## config.mk

```make
export PLATFORM = sky130hd
export DESIGN_NAME = arb_requester
export DESIGN_NICKNAME = d
export VERILOG_FILES = /design/src/rtl/arb_pkg.sv /design/src/rtl/arb_req_chan.sv /design/src/rtl/arb_requester.sv
export SDC_FILE = /design/constraint.sdc
export NUM_CORES = 1
export LEC_CHECK = 0
export ABC_CLOCK_PERIOD_IN_PS = 3500
export CAP_MARGIN = 25
export CORE_ASPECT_RATIO = 1.4
export CORE_UTILIZATION = 58
export DETAILED_ROUTE_END_ITERATION = 8
export PLACE_DENSITY = 0.87
export SLEW_MARGIN = 15
export SYNTH_ARGS = -nofsm -noshare
export SYNTH_HDL_FRONTEND = slang
export SYNTH_SLANG_ARGS = --single-unit
```

## constraint.sdc

```tcl
create_clock -name clk -period 3.5 [get_ports clk]
set_input_delay 0.7 -clock clk [delete_from_list [all_inputs] [get_ports clk]]
set_output_delay 0.7 -clock clk [all_outputs]
set_load 0.005 [all_outputs]
```

## src/rtl/arb_pkg.sv

```systemverilog
// Shared constants for the arbiter requester block: FSM state encoding,
// default burst length and counter width, and the counter maximum.
package arb_pkg;

    localparam int BURST_LEN_DEF = 4;
    localparam int CNT_W_DEF     = 4;
    localparam int CNT_MAX_DEF   = (1 << CNT_W_DEF) - 1;

    // Per-channel FSM encoding (legacy-compatible constants)
    localparam logic [1:0] ST_IDLE = 2'd0;
    localparam logic [1:0] ST_REQ  = 2'd1;
    localparam logic [1:0] ST_XFER = 2'd2;
    localparam logic [1:0] ST_GAP  = 2'd3;

    // Saturation value of a pending-job counter of the given width
    function automatic int cnt_max(input int w);
        return (1 << w) - 1;
    endfunction

endpackage

```

## src/rtl/arb_req_chan.sv

```systemverilog
// One requester channel: pending-job counter plus the IDLE/REQ/XFER/GAP
// burst FSM. Reports abort (grant lost mid-burst) to the top for error
// tracking.
module arb_req_chan
    import arb_pkg::*;
#(
    parameter int BURST_LEN = BURST_LEN_DEF,
    parameter int CNT_W     = CNT_W_DEF
) (
    input  logic       clk,
    input  logic       rst,
    input  logic       push,
    input  logic       grant,
    output logic       req,
    output logic       xfer,
    output logic [3:0] beat_idx,
    output logic       full,
    output logic       ovf,
    output logic       abort
);

    localparam logic [CNT_W-1:0] CNT_MAX   = CNT_W'(cnt_max(CNT_W));
    localparam logic [3:0]       LAST_BEAT = 4'(BURST_LEN - 1);

    logic [1:0]       state;
    logic [3:0]       beat;
    logic [CNT_W-1:0] count;
    logic [CNT_W-1:0] count_nxt;
    logic             done;
    logic             drop;

    assign xfer     = (state == ST_XFER);
    assign req      = (state == ST_REQ) || xfer;
    assign beat_idx = beat;
    assign full     = (count == CNT_MAX);
    assign abort    = xfer && !grant;
    assign done     = xfer && grant && (beat == LAST_BEAT);

    // Burst FSM and beat counter
    always_ff @(posedge clk or posedge rst) begin
        if (rst) begin
            state <= ST_IDLE;
            beat  <= '0;
        end else begin
            case (state)
                ST_IDLE: begin
                    if (count != '0) state <= ST_REQ;
                end
                ST_REQ: begin
                    if (grant) begin
                        state <= ST_XFER;
                        beat  <= '0;
                    end
                end
                ST_XFER: begin
                    if (!grant || beat == LAST_BEAT) begin
                        state <= ST_GAP;
                        beat  <= '0;
                    end else begin
                        beat <= beat + 4'd1;
                    end
                end
                ST_GAP: begin
                    state <= (count != '0) ? ST_REQ : ST_IDLE;
                end
                default: state <= ST_IDLE;
            endcase
        end
    end

    // Next pending count: push and completion on one edge cancel out
    always_comb begin
        count_nxt = count;
        drop      = 1'b0;
        if (push && !done) begin
            if (full) drop = 1'b1;
            else      count_nxt = count + 1'b1;
        end else if (!push && done) begin
            count_nxt = count - 1'b1;
        end
    end

    // Pending-job counter register
    always_ff @(posedge clk or posedge rst) begin
        if (rst) count <= '0;
        else     count <= count_nxt;
    end

    // Sticky overflow flag for dropped pushes
    always_ff @(posedge clk or posedge rst) begin
        if (rst)       ovf <= 1'b0;
        else if (drop) ovf <= 1'b1;
    end

endmodule

```

## src/rtl/arb_requester.sv

```systemverilog
// N-channel burst requester facing an external arbiter. Each channel owns
// its FSM and job counter; this level muxes the beat outputs and tracks
// arbiter protocol violations.
module arb_requester
    import arb_pkg::*;
#(
    parameter int N         = 4,
    parameter int BURST_LEN = BURST_LEN_DEF,
    parameter int CNT_W     = CNT_W_DEF
) (
    input  logic                 clk,
    input  logic                 rst,
    input  logic [N-1:0]         job_push,
    input  logic [N-1:0]         grant,
    output logic [N-1:0]         req,
    output logic                 beat_valid,
    output logic [$clog2(N)-1:0] beat_ch,
    output logic [3:0]           beat_idx,
    output logic [N-1:0]         pend_full,
    output logic [N-1:0]         ovf,
    output logic                 proto_err
);

    localparam int CH_W = $clog2(N);

    logic [N-1:0] xfer;
    logic [N-1:0] abort;
    logic [3:0]   chan_beat [N];
    logic         multi_grant;
    logic         stray_grant;

    for (genvar i = 0; i < N; i++) begin : g_chan
        arb_req_chan #(
            .BURST_LEN (BURST_LEN),
            .CNT_W     (CNT_W)
        ) u_chan (
            .clk      (clk),
            .rst      (rst),
            .push     (job_push[i]),
            .grant    (grant[i]),
            .req      (req[i]),
            .xfer     (xfer[i]),
            .beat_idx (chan_beat[i]),
            .full     (pend_full[i]),
            .ovf      (ovf[i]),
            .abort    (abort[i])
        );
    end

    assign multi_grant = (grant & (grant - N'(1))) != '0;
    assign stray_grant = (grant & ~req) != '0;

    // Beat mux: lowest-index transferring channel wins, zeros when idle
    always_comb begin
        logic found;
        found      = 1'b0;
        beat_valid = 1'b0;
        beat_ch    = '0;
        beat_idx   = '0;
        for (int unsigned i = 0; i < N; i++) begin
            if (xfer[i] && !found) begin
                found      = 1'b1;
                beat_valid = 1'b1;
                beat_ch    = CH_W'(i);
                beat_idx   = chan_beat[i];
            end
        end
    end

    // Sticky protocol error: multi-hot grant, grant without request, or
    // grant withdrawn during a burst
    always_ff @(posedge clk or posedge rst) begin
        if (rst)
            proto_err <= 1'b0;
        else if (multi_grant || stray_grant || (abort != '0))
            proto_err <= 1'b1;
    end

endmodule

```

* Word-level counts from Yosys, hierarchy flattened
Cells that the tools add are included.
Storage, ports and cells: register bits 45, bits in latches 0, memory bits (writable) 0, memory bits (read-only) 0, input bits 10, output and inout port bits 20, logic and storage cells 211, memories 0
Cells by class: add/sub/neg operators 13, multiply operators 0, divide/modulo/power cells 0, magnitude comparators 0, equal/unequal tests 36, shift operators 0, multiplexer cells 63, bitwise logic cells 3, reductions and logical operators 79
Operators with widths (count):
- 4-bit two-way mux | 24
- 4-bit by 1-bit adder with 4-bit output (second input constant) | 8
- 2-bit one-hot mux with 4 select lines | 4
- 4-bit one-hot mux with 2 select lines | 4
- 2-bit two-way mux | 14
- 4-bit nonzero test | 7
- 2-bit inequality test (second input constant) | 12
- 1-bit logical AND | 23
- 4-bit by 1-bit subtractor with 4-bit output (second input constant) | 5
- 1-bit two-way mux | 17
- 2-bit equality test (second input constant) | 8
- 4-bit by 2-bit equality test with 1-bit output (second input constant) | 4
- 4-bit equality test (second input constant) | 4
- 2-bit AND reduction | 8
- 2-bit nonzero test | 8
- 1-bit logical NOT | 15
- 3-bit AND reduction | 4
- 1-bit logical OR | 10
- 4-bit bitwise AND | 2
- 2-bit by 1-bit equality test with 1-bit output (second input constant) | 4
- 2-bit logical NOT | 4
- 2-bit by 1-bit inequality test with 1-bit output (second input constant) | 4
- 4-bit inverter | 1

* Depth between registers and ports, before layout
depth after elaboration 11, depth in mapped cells 10, mapped depth without buffers 10

* Cells and area by module
A second synthesis with hierarchy kept.
Second synthesis, totals: cells, all modules 334, area, all modules 3089.2 um2
Modules (own cells, without submodules):
- arb_req_chan | times used 4, cells an instance 72, area an instance 705.7 um2, sequential area each 275.3 um2
- arb_requester | times used 1, cells an instance 46, area an instance 266.5 um2, sequential area each 25.0 um2

* Worst setup path after synthesis
OpenSTA, ideal clock, no wires.
path kind reg2reg, start register g_chan[3].u_chan.beat[0], end register g_chan[3].u_chan.count[3], library setup time 0.079 ns, arrival 2.507 ns, required time 3.421 ns, setup slack 0.914 ns, stages on the path, launching flop included 10, path buffers 1, clock period less this slack 2.586 ns, cell sequence dfrtp_1 > ha_1 > or3b_1 > buf_2 > o21ai_0 > ha_1 > a21o_1 > a21oi_1 > mux2i_1 > xor2_1
Between the ends: word-level cells in the longest chain between the ends 6, elaborated cells between the ends (all ways) 9, classes of those cells eq/ne: 2; mux: 1; reduce/logical: 6
RTL lines:
- start: declaration | RTL line arb_req_chan.sv:26 | logic [3:0] beat;
- start signal: assignment | RTL line arb_req_chan.sv:60 | beat <= beat + 4'd1;
- 4-bit by 2-bit equality test with 1-bit output (*) | RTL line arb_req_chan.sv:37 | assign done = xfer && grant && (beat == LAST_BEAT);
- 1-bit logical AND (*) | RTL line arb_req_chan.sv:37
- 1-bit logical NOT | RTL line arb_req_chan.sv:75 | if (push && !done) begin
- 1-bit logical AND | RTL line arb_req_chan.sv:75
- 2-bit inequality test (no source line) or 2-bit nonzero test (tied branches)
- 2-bit AND reduction (no source line)
- end signal: assignment | RTL line arb_req_chan.sv:86 | else count <= count_nxt;
- end: declaration | RTL line arb_req_chan.sv:27 | logic [CNT_W-1:0] count;
Mark *: on every way between the ends. The rest lies on a longest branch, timed or not. A chain may end at the register's enable or synchronous reset.

* Worst setup path in the final report
start register g_chan[1].u_chan.state[0], end output port beat_idx[0]
Between the ends: word-level cells in the longest chain between the ends 9, elaborated cells between the ends (all ways) 11, classes of those cells eq/ne: 1; mux: 5; reduce/logical: 5
RTL lines:
- start: declaration | RTL line arb_req_chan.sv:25 | logic [1:0] state;
- start signal: assignment | RTL line arb_req_chan.sv:64 | state <= (count != '0) ? ST_REQ : ST_IDLE;
- 2-bit equality test (*) | RTL line arb_req_chan.sv:32 | assign xfer = (state == ST_XFER);
- 1-bit logical AND (*) | RTL line arb_requester.sv:61 | if (xfer[i] && !found) begin
- 1-bit two-way mux | RTL line arb_requester.sv:61
- 1-bit logical NOT | RTL line arb_requester.sv:61
- 1-bit logical AND | RTL line arb_requester.sv:61
- 1-bit two-way mux | RTL line arb_requester.sv:61
- 1-bit logical NOT | RTL line arb_requester.sv:61
- 1-bit logical AND | RTL line arb_requester.sv:61
- 4-bit two-way mux (*) | RTL line arb_requester.sv:61
- end: declaration | RTL line arb_requester.sv:18 | output logic [3:0] beat_idx,
Marks and branches as above.

==> results.md <==
- Int Power: roughly 0.0016 W
- Register area share after synthesis: 0.363
- Critical-path maximum fanout: 13
- Maximum Capacitance Violations: 0
- Flop2flop setup slack: 0.79 ns
- Worst-Margin Slew: between 0.5 and 0.6 ns
- Floorplan core area: 5160 sq um
- Final wirelength: 6320 um
- Crit path max-delay cell type: clkdlybuf4s50_1
- Vias: around 2.5k
- Area Overhead vs Synth: 14.0%
- Die Width: 63.8 um
- Min Tclk post-route: 3.21 ns
- Finished Layout Cells: 418
- Row count: 31
- Synth Instances: roughly 330
- Io pins: 30
- Clk slew on worst S/H paths: 0.09 ns
- CTS buffer count: 5
- Reg area: 1130 sq um
- DP HPWL: 4760 um
- Number of buffer and inverter stages on the critical path: 3
- Worst hold path class: reg2reg
- Postcts setup bufs: 0
- Worst setup EP type: output pin
- GP Congestion: ~0.85
- Crit Path Class: reg2out
- Crit path cell chain: inv_1, ha_1, nor4b_1, buf_4, a22oi_1, o21ai_0, clkdlybuf4s50_1
- Largest net degree at the start of global routing: 27
- ANT nets after route: 0
- CTS Hold Bufs: 0
- Reg2Reg Depth: 9
- Grt ovf: 0
- Crit share post-route: 0.916
- NumNets Final: 398
- Final Hold Viols: 0
- Die H: 88.5 um
- Switching Share: 0.413
- Initial antenna violation count: 0
- Seq cells post-synth: 45
- Worst-skew pair later-pin latency: around 0.30 ns
- Drt pass-1 iters: 5
- Status: finished clean
- Port Buffers: 29
- Layout cells sized above 1: 0.0511
- Cell family with most CP delay: buffers and inverters
- First DRT Iteration DRCs: 209
- Vias/cell: 6.02
- Setup tns final: 0 ns
- Hold Path Origin: g_chan[0].u_chan.ovf
- Slew margin rel.: 0.627
- Flop pwr share: 0.327
- Synth warn: 0
- Post-layout power: ~0.0028 W
- Clock power share: 0.142
- Max-slew violation count: 0
- Slowest stage delay, CP: about 0.56 ns
- Skew final: 0.0100 ns
- Post-CTS sizing: 0
- # placed instances: 410
- Max Fclk: 0.312 GHz
- Vias in the first global route: about 2.5k
- Crit path from: g_chan[1].u_chan.state[0]
- Unrepaired setup endpoints after global routing: false
- DR WL/cell: 15.1 um
- All-Layer GR Usage: 0.243
- Number of remaining DRC errors: 0
- Die area: 5640 sq um
- Synthesized area per cell: 9.51 sq um
- Antenna cells: 0
- PwrDens: 785 nW/um^2
- Synth cell types: 47
- Hold_ws: 0.492 ns
- Setup violators final: 0
- CP startpoint kind: flop
- Mapped cell area: 3100 sq um
- First-pass GRT wire length: 10800 um
- CP endpoint: beat_idx[0]
- LEAKAGE: 1.62 nW
- Area of the multi-input gates: 1780 sq um
- Clock Sinks: 45
- Arr. time, crit path: between 2 and 3 ns
- TritonCTS clock tree: done
- # fillers: around 390
- Reg-to-reg critical path startpoint: g_chan[1].u_chan.state[0]
- Final instance area: 3530 sq um
- Clk root buf: clkbuf_8
- Clock H-tree levels: 2
- Initial core utilization: 0.601
- Mapped Nets: 372
- Worst path depth: 7
- CTS max path bufs: 2
- P_sw: 0.00115 W
- Comb pwr share: 0.531
- Reg2reg end: g_chan[1].u_chan.count[3]
- Worst Path Required: approximately 2.8 ns
- Post-Place Cell Area: approximately 3400 sq um
- Max IR drop VDD: between 0.3 and 0.4 mV
[worst min path at each step]
stage | cells past startpoint | end
3_3_place_gp | 1 | g_chan[0].u_chan.ovf
4_1_cts | 1 | g_chan[1].u_chan.ovf
5_1_grt | 1 | g_chan[0].u_chan.count[3]
2_1_floorplan | 1 | g_chan[0].u_chan.ovf
3_5_place_dp | 1 | g_chan[1].u_chan.ovf
6_report | 1 | g_chan[0].u_chan.ovf
[cell usage after synthesis, drive strengths merged]
master	count	area share
a211oi	1	0.0024
a21o	7	0.017
a21oi	15	0.024
a221oi	2	0.0057
a222oi	3	0.0097
a22oi	7	0.017
a2bb2oi	4	0.011
a31o	1	0.0028
a31oi	2	0.0040
a32oi	1	0.0028
and2	5	0.010
and3	2	0.0040
and4b	4	0.013
buf	14	0.032
clkbuf	2	0.0028
dfrtp	45	0.36
fa	4	0.026
ha	32	0.13
inv	24	0.029
mux2	2	0.0073
mux2i	7	0.023
nand2	35	0.042
nand2b	12	0.024
nand3	6	0.0097
nand3b	1	0.0024
nand4	7	0.014
nand4b	1	0.0028
nor2	4	0.0048
nor2b	3	0.0061
nor3	3	0.0048
nor4	5	0.010
nor4b	1	0.0028
o211ai	7	0.017
o21ai	30	0.048
o21bai	4	0.0097
o2bb2ai	3	0.0085
o31ai	1	0.0024
o32ai	1	0.0028
or3	4	0.011
or3b	4	0.011
xnor2	3	0.0085
xor2	7	0.020
[sequential cells by signal, indices dropped and copies added (netlist names)]
register and flops:
g_chan.u_chan.beat_idx 16, g_chan.u_chan.count 16, g_chan.u_chan.ovf 4, g_chan.u_chan.state 8, proto_err 1
[cells by family after synthesis]
family	count (synthesis)	share of synthesized area
muxes	9	0.0299
AOI/OAI and AO/OA	89	0.186
and+or+nand+nor	97	0.174
adders and majority gates	36	0.155
DFF	45	0.363
buffers and inverters	40	0.0638
xor gates and xnor gates	10	0.0283
[metal layers]
layer | vias up | GRT usage | share of wire
met5 | - | 0 | 0
met2 | 55 | 0.447 | 0.52
met3 | 9 | 0.0374 | 0.028
met1 | 1233 | 0.286 | 0.43
met4 | 0 | 0.0826 | 0.014
li1 | 1221 | - | -
[worst reg2reg max path: stages, from the launching register on]
cell and delay [ns]:
dfrtp_1 0.42, inv_1 0.14, ha_1 0.43, nand2_1 0.15
o21ai_0 0.43, ha_1 0.32, a21o_1 0.18, a21oi_1 0.16
mux2i_1 0.23, xor2_1 0.16
[stage by stage]
step,util,worst slack [ns]
after global placement,0.659,0.576
after global routing,0.685,0.0659
after floorplan,-,0.914
after detailed placement,0.659,0.521
final,0.685,0.294
after CTS,0.680,0.308
[power groups by stage]
| stage | Combinational [W] | Sequential, W | Clock, W |
|---|---|---|---|
| 6_report | 0.00147 | 0.000907 | 0.000395 |
| 5_1_grt | 0.00166 | 0.000942 | 0.000417 |
| 4_1_cts | 0.00147 | 0.000907 | 0.000401 |
| 3_5_place_dp | 0.00145 | 0.000916 | 0 |
| 3_3_place_gp | 0.00140 | 0.000905 | 0 |
| 2_1_floorplan | 0.00110 | 0.000863 | 0 |
[area by class of cell]
class,instances,share of cell area
Sequential cell,45,0.319
Inverter,24,0.0255
Timing Repair Buffer,35,0.101
Clock buffer,5,0.0195
Multi-Input combinational cell,241,0.502
Clock inverter,2,0.00992
Tap cell,66,0.0234
[cells in the final DEF, fill, tap and decap left out, types with 3 or more instances in the layout]
cell type	instances
a21o_1	7
a21oi_1	15
a222oi_1	3
a22oi_1	7
a2bb2oi_1	4
and2_1	5
and4b_1	4
buf_4	5
clkbuf_8	5
clkdlybuf4s50_1	29
dfrtp_1	45
fa_1	4
ha_1	32
inv_1	23
mux2i_1	7
nand2_1	35
nand2b_1	12
nand3_1	6
nand4_1	7
nor2_1	4
nor2b_1	3
nor3_1	3
nor4_1	5
o211ai_1	7
o21ai_0	28
o21bai_1	4
o2bb2ai_1	3
or3b_1	4
xnor2_1	3
xor2_1	7
Power figures use the tool's default switching activity.
